`config.mk`:
```
export PLATFORM = sky130hd
export DESIGN_NAME = matrix_ctrl
export DESIGN_NICKNAME = d
export VERILOG_FILES = /design/src/rtl/matrix_ctrl.sv
export SDC_FILE = /design/constraint.sdc
export NUM_CORES = 1
export LEC_CHECK = 0
export CAP_MARGIN = 0
export CELL_PAD_IN_SITES_DETAIL_PLACEMENT = 0
export CELL_PAD_IN_SITES_GLOBAL_PLACEMENT = 1
export CORE_MARGIN = 2
export CORE_UTILIZATION = 36
export DETAILED_ROUTE_END_ITERATION = 10
export HOLD_SLACK_MARGIN = 0.15
export PLACE_DENSITY_LB_ADDON = 0.1
export SYNTH_ARGS = -nofsm -noshare
export SYNTH_HDL_FRONTEND = slang
export SYNTH_SLANG_ARGS = --single-unit
```
`constraint.sdc`:
```
create_clock -name clk -period 1.65 [get_ports clk]
set_input_delay 0.2475 -clock clk [delete_from_list [all_inputs] [get_ports clk]]
set_output_delay 0.2475 -clock clk [all_outputs]
set_load 0.01 [all_outputs]
```
`src/rtl/matrix_ctrl.sv`:
```
// Glitch-free route controller for a 12-output audio matrix: host writes a shadow table, commits swap it in on a sample strobe.
// Optional click-suppression mute stage is compiled only when MATRIX_CTRL_MUTE_EN is defined.
module matrix_ctrl #(
    parameter int unsigned MUTE_STROBES = 1
) (
    input  logic        clk,
    input  logic        rst_n,
    input  logic        wr_valid,
    output logic        wr_ready,
    input  logic [3:0]  wr_addr,
    input  logic [3:0]  wr_sel,
    input  logic        commit,
    input  logic        sample_strobe,
    output logic [47:0] sel_bus,
    output logic        busy,
    output logic        done,
    output logic        err
);

    localparam int unsigned NUM_OUT = 12;
    localparam logic [3:0]  MAX_SEL = 4'd12;

`ifdef MATRIX_CTRL_MUTE_EN
    typedef enum logic [1:0] {
        ST_IDLE  = 2'd0,
        ST_ARMED = 2'd1,
        ST_MUTE  = 2'd2,
        ST_APPLY = 2'd3
    } state_e;
`else
    typedef enum logic [1:0] {
        ST_IDLE  = 2'd0,
        ST_ARMED = 2'd1,
        ST_APPLY = 2'd3
    } state_e;
`endif

    state_e state_q, state_d;

    logic [NUM_OUT-1:0][3:0] shadow_q;
    logic [NUM_OUT-1:0][3:0] active_q;
    logic                    ready_q;
    logic                    done_q;
    logic                    err_q;

    logic wr_fire;
    logic wr_legal;
    logic load_all;

`ifdef MATRIX_CTRL_MUTE_EN
    logic [3:0] cnt_q, cnt_d;
    logic       mute_load;
`endif

    assign wr_fire  = wr_valid & ready_q;
    assign wr_legal = (wr_addr < 4'(NUM_OUT)) && (wr_sel <= MAX_SEL);

    // active is loaded on the edge that enters APPLY, so sel_bus follows the
    // triggering strobe by exactly one cycle; APPLY then only schedules done.
    always_comb begin
        state_d  = state_q;
        load_all = 1'b0;
`ifdef MATRIX_CTRL_MUTE_EN
        cnt_d     = cnt_q;
        mute_load = 1'b0;
`endif
        case (state_q)
            ST_IDLE: begin
                if (commit) state_d = ST_ARMED;
            end
            ST_ARMED: begin
                if (sample_strobe) begin
`ifdef MATRIX_CTRL_MUTE_EN
                    state_d   = ST_MUTE;
                    mute_load = 1'b1;
                    cnt_d     = 4'd0;
`else
                    state_d   = ST_APPLY;
                    load_all  = 1'b1;
`endif
                end
            end
`ifdef MATRIX_CTRL_MUTE_EN
            ST_MUTE: begin
                if (sample_strobe) begin
                    if (cnt_q == 4'(MUTE_STROBES - 1)) begin
                        state_d  = ST_APPLY;
                        load_all = 1'b1;
                    end else begin
                        cnt_d = cnt_q + 4'd1;
                    end
                end
            end
`endif
            ST_APPLY: begin
                state_d = ST_IDLE;
            end
            default: begin
                state_d = ST_IDLE;
            end
        endcase
    end

    // NOTE: both tables are reset because sel_bus must read as silence from
    // the moment reset asserts, not merely after the next commit.
    always_ff @(posedge clk or negedge rst_n) begin
        if (!rst_n) begin
            state_q  <= ST_IDLE;
            ready_q  <= 1'b0;
            done_q   <= 1'b0;
            err_q    <= 1'b0;
            shadow_q <= '0;
            active_q <= '0;
`ifdef MATRIX_CTRL_MUTE_EN
            cnt_q    <= 4'd0;
`endif
        end else begin
            state_q <= state_d;
            ready_q <= (state_d == ST_IDLE);
            done_q  <= (state_q == ST_APPLY);
            err_q   <= wr_fire & ~wr_legal;
`ifdef MATRIX_CTRL_MUTE_EN
            cnt_q   <= cnt_d;
`endif
            if (wr_fire && wr_legal) begin
                shadow_q[wr_addr] <= wr_sel;
            end
            if (load_all) begin
                active_q <= shadow_q;
            end
`ifdef MATRIX_CTRL_MUTE_EN
            // Only routes that are about to change are silenced.
            else if (mute_load) begin
                for (int i = 0; i < NUM_OUT; i++) begin
                    if (shadow_q[i] != active_q[i]) active_q[i] <= 4'd0;
                end
            end
`endif
        end
    end

    assign wr_ready = ready_q;
    assign sel_bus  = active_q;
    assign busy     = (state_q != ST_IDLE);
    assign done     = done_q;
    assign err      = err_q;

endmodule
```
* Word level (Yosys, flattened, before mapping)
Cells that the tools add are included.
** Word-level totals
- Register bits :: 101
- Input port bits :: 13
- Output and inout port bits :: 52
- Logic and storage cells :: 51
** Cells by class
- Order comparisons :: 4
- Equal/unequal tests :: 2
- Mux-type cells :: 8
- Bitwise gates (word level) :: 3
- Reduce and logical (&&, ||, !) cells :: 6
** Operator list (count)
- bitwise mux 48 bit :: 1
- demux 4 bit (select 4 bit) :: 1
- less-than comparator 4 x 5 -> 1 bit, second input constant :: 1
- >= comparator 4 x 1 -> 1 bit, second input constant :: 1
- <= comparator 4 bit, second input constant :: 1
- zero test 2 bit :: 2
- less-than comparator 4 bit, second input constant :: 1
- two-way mux 2 bit :: 2
- two-way mux 4 bit :: 1
- one-hot mux 2 bit (2 select lines) :: 1
- logical AND 1 bit :: 3
- AND 1 bit :: 2
- == test 2 x 1 -> 1 bit, second input constant :: 1
- == test 2 bit, second input constant :: 1
- two-way mux 1 bit :: 2
- nonzero test 2 bit :: 1
- inverter 1 bit :: 1

* Logic depth before layout (Yosys ltp)
- Word-level depth :: 5
- Mapped depth :: 5
- Depth with buffers taken out :: 3

* Least setup slack after synthesis
Ideal clock, no wire load.
- Path type :: reg-to-reg
- From :: register ready_q (netlist: wr_ready)
- To :: register shadow_q[36] in the netlist's numbering
- Setup time :: 0.128 ns
- Data arrival time :: 1.589 ns
- Required time :: 1.522 ns
- Slack :: -0.066 ns
- Cell stages (with the launch flop) :: 5
- Buffers on the path :: 1
- Clock period less this slack :: 1.716 ns
- Cells stage by stage :: dfrtp_1 -> nand3b_1 -> or4_1 -> clkbuf_1 -> mux2_1
** On the way
- Longest elaborated chain between the ends :: 2
** RTL lines
- start: declaration :: line 42 : logic ready_q;
- start signal: assignment :: line 119 : ready_q <= (state_d == ST_IDLE);
- AND 1 bit :: line 55 : assign wr_fire = wr_valid & ready_q;
- logical AND 1 bit :: line 125 : if (wr_fire && wr_legal) begin
- end signal: indexed assignment :: line 126 : shadow_q[wr_addr] <= wr_sel;
- end: declaration :: line 40 : logic [NUM_OUT-1:0][3:0] shadow_q;
Every way passes these cells.
A chain may end at the register's enable or synchronous reset.

* Final worst setup path
- From :: input wr_sel[3]
- To :: register shadow_q[16] in the netlist's numbering
** On the way
- Longest elaborated chain between the ends :: 3
** RTL lines
- start: declaration :: line 11 : input logic [3:0] wr_sel,
- <= comparator 4 bit :: line 56 : assign wr_legal = (wr_addr < 4'(NUM_OUT)) && (wr_sel <= MAX_SEL);
- logical AND 1 bit :: line 56
- logical AND 1 bit :: line 125
Every way passes these cells.

==> impl_metrics.py <==
metrics = {
    "routing": {
        "ant_nets": 0,
        "firstDrtPassIters": 4,
        "vias": 2275,
        "routedWlPerCell_um": 16.1,
        "drc": 0,
        "routed_wl_um": 7730,
        "drt_iter0_markers": 48,
        "avgViaCountPerCell": 4.75,
    },
    "place": {
        "place_area_um2": 4920,
        "gp_congestion": 0.783,
        "numPlacedInstances": 462,
        "port_buffers": 64,
        "hpwl_um": 4810,
    },
    "yosys": {
        "synth_flop_cell": "dfrtp_1",
        "synth_area_um2": 3910,
        "synth_edf_count": 0,
        "synth_area_leader_cell": "dfrtp_1",
        "synth_top_cell_area_share_pct": 64.6,
        "synth_area_leaders": "dfrtp_1 (65%), mux2_2 (24%), mux2_1 (2.3%)",
        "ys_warn_count": 0,
        "synth.avg_cell_area_um2": 16.2,
        "synth_cells": 241,
        "synth_most_common_cell": "dfrtp_1",
        "ys_async_sr_fraction_pct": 100,
        "synth_nets": 254,
        "ys_seq_area_share_pct": 64.6,
        "synthTopCellsByCount": "dfrtp_1 (101), mux2_2 (84), mux2_1 (8), clkbuf_1 (7), nor4_2 (5)",
        "ys_ff_latch": 101,
        "synth_cell_types": 23,
    },
    "die": {
        "fp.dieH_um": 108,
        "die_x_um": 108,
        "initial_utilization_pct": 36.4,
        "core_um2": 10700,
        "die-area_um2": 11700,
        "rows": 38,
        "ios": 65,
    },
    "sta": {
        "fin_tns_setup_ns": 0,
        "fin_skew_ns": 0.0154,
        "setup_violations": 0,
        "period_needed_ns": 1.63,
        "hold_viol": 0,
        "grt_setup_unrepaired": "yes",
        "worst_pin_slew_ns": 0.542,
        "drv_slew": 0,
        "finalCritPeriodShare_pct": 99.0,
        "relSlewSlack_pct": 63.9,
        "max_freq_mhz": 612,
        "fin_hold_ws_ns": 0.451,
    },
    "grt": {
        "antenna_found_initial": 0,
        "grt_max_degree": 102,
        "grt_pass1_wl_um": 12500,
        "overflow": 0,
        "grtUsageTotal_pct": 14.1,
        "first_global_vias": 2403,
    },
    "critical_path": {
        "cp-end-kind": "register",
        "worstPathCellList": "clkdlybuf4s50_1, o211a_4, buf_6, or4_4, mux2_4",
        "criticalPathCategory": "input pin to register",
        "cp_max_fo": 6,
        "cpMaxStageDelayCell": "or4_4",
        "arrival_ns": 1.88,
        "cp.required_ns": 1.89,
        "cp-start-kind": "input pin",
        "max_stage_delay_ns": 0.54,
    },
    "clock_network": {
        "ctsRootBufferMaster": "clkbuf_8",
        "cts.sinks": 101,
        "clk_pin_slew_ns": 0.11,
        "postCtsSetupRepairBufs": 0,
        "h-tree-depth": 3,
        "cts_made_buffers": 9,
        "cts_tree": "done",
        "clk_latency_ns": 0.37,
        "clockBufferDepth": 2,
    },
    "layout": {
        "antennaDiodeCount": 0,
        "final_nets": 347,
        "final_core_util_pct": 48.7,
        "drive_gt1_share_pct": 46.0,
        "final_cells": 479,
        "design_area_um2": 5240,
        "area_growth_pct": 33.8,
    },
    "flow_run": {
        "maxCapViolations": 0,
    },
    "hold_path": {
        "hp-class": "input pin to register",
    },
    "pwr": {
        "power_density_nw_per_um2": 1360,
        "leakage_nw": 2.47,
        "ir_worst_vdd_uv": 555,
    },
    "status": {
        "status": "finished, final reports clean",
    },
}
[worst paths after layout]
| path | slack, ns | start | depth (start not counted) | to |
|---|---|---|---|---|
| max | 0.02 | wr_sel[3] | 5 | shadow_q[16] |
| min | 0.45 | wr_addr[2] | 4 | err |
| max reg2reg | 0.05 | wr_ready | 3 | shadow_q[40] |
| min reg2reg | 0.49 | shadow_q[40] | 1 | shadow_q[40] |
| max in group asynchronous | 0.75 | rst_n | 3 | shadow_q[22] |
| min in group asynchronous | 0.46 | rst_n | 3 | sel_bus[6] |
[power by group]
part | switching (W) | total (W) | internal [W] | leakage, nW
clock | 0.000876 | 0.00159 | 0.000719 | 0.102
sequential | 0.000332 | 0.00345 | 0.00312 | 1.34
combinational | 0.000719 | 0.00206 | 0.00134 | 1.03
total | 0.00193 | 0.00711 | 0.00519 | 2.47
[state kept, by name (all words and copies together) (netlist names)]
signal    flops
sel_bus      48
shadow_q     48
wr_ready      1
state_q       2
err           1
done          1
[cells in the final DEF (no fill, tap or decap), types with 3 or more instances in the layout]
cell type	n
buf_4	28
clkbuf_8	9
clkdlybuf4s50_1	58
dfrtp_1	101
dlygate4sd2_1	4
inv_6	3
mux2_2	77
mux2_4	17
nand2b_1	3
nor3_2	3
nor4_4	3
or4_4	4
[per-stage QoR]
step                setup WS (ns)  power, W
finish                     0.0162   0.00711
global placement           -0.497   0.00553
global route              -0.0356   0.00754
floorplan                 -0.0562   0.00438
detailed placement         -0.516   0.00556
CTS                       -0.0243   0.00719
[routing by layer]
metal	global-route usage (%)	part of all wire [%]	vias up
li1	-	-	1044
met1	18.6	47	1184
met2	22.5	48	37
met3	3.80	3.4	10
met4	4.95	1.6	0
met5	0	0	-
[area by class of cell]
cell class | instances | area [µm²]
clock inverter | 6 | 70.1
clock buffer | 10 | 128
multi-input combinational | 124 | 1420
fill | 983 | 5510
tap | 140 | 175
sequential | 101 | 2530
timing repair buffer | 96 | 908
inverter | 2 | 7.51
[cell families (layout without fill, tap and decap cells)]
logic type	after synthesis	in the layout	synth area share [%]
multiplexers	96	96	28.0
buffers and inverters	16	114	1.95
AO/OA/AOI/OAI	2	2	0.384
AND/OR/NAND/NOR	26	26	5.08
flip-flops	101	101	64.6
[worst max-delay path: cells and delay by family]
| family | cells | cell delay (ns) |
|---|---|---|
| and+or+nand+nor | 1 | 0.54 |
| buffers and inverters | 2 | 0.59 |
| AOI/OAI and AO/OA | 1 | 0.18 |
| muxes | 1 | 0.32 |
[what timing repair did]
item                                    CTS  global route
endpoints found under the hold margin   101             0
resized for setup                        14            15
hold buffers                              1             0
pin swaps                                 3             6
endpoints found under the setup margin   38            38
(Power assumes the default switching activity.)
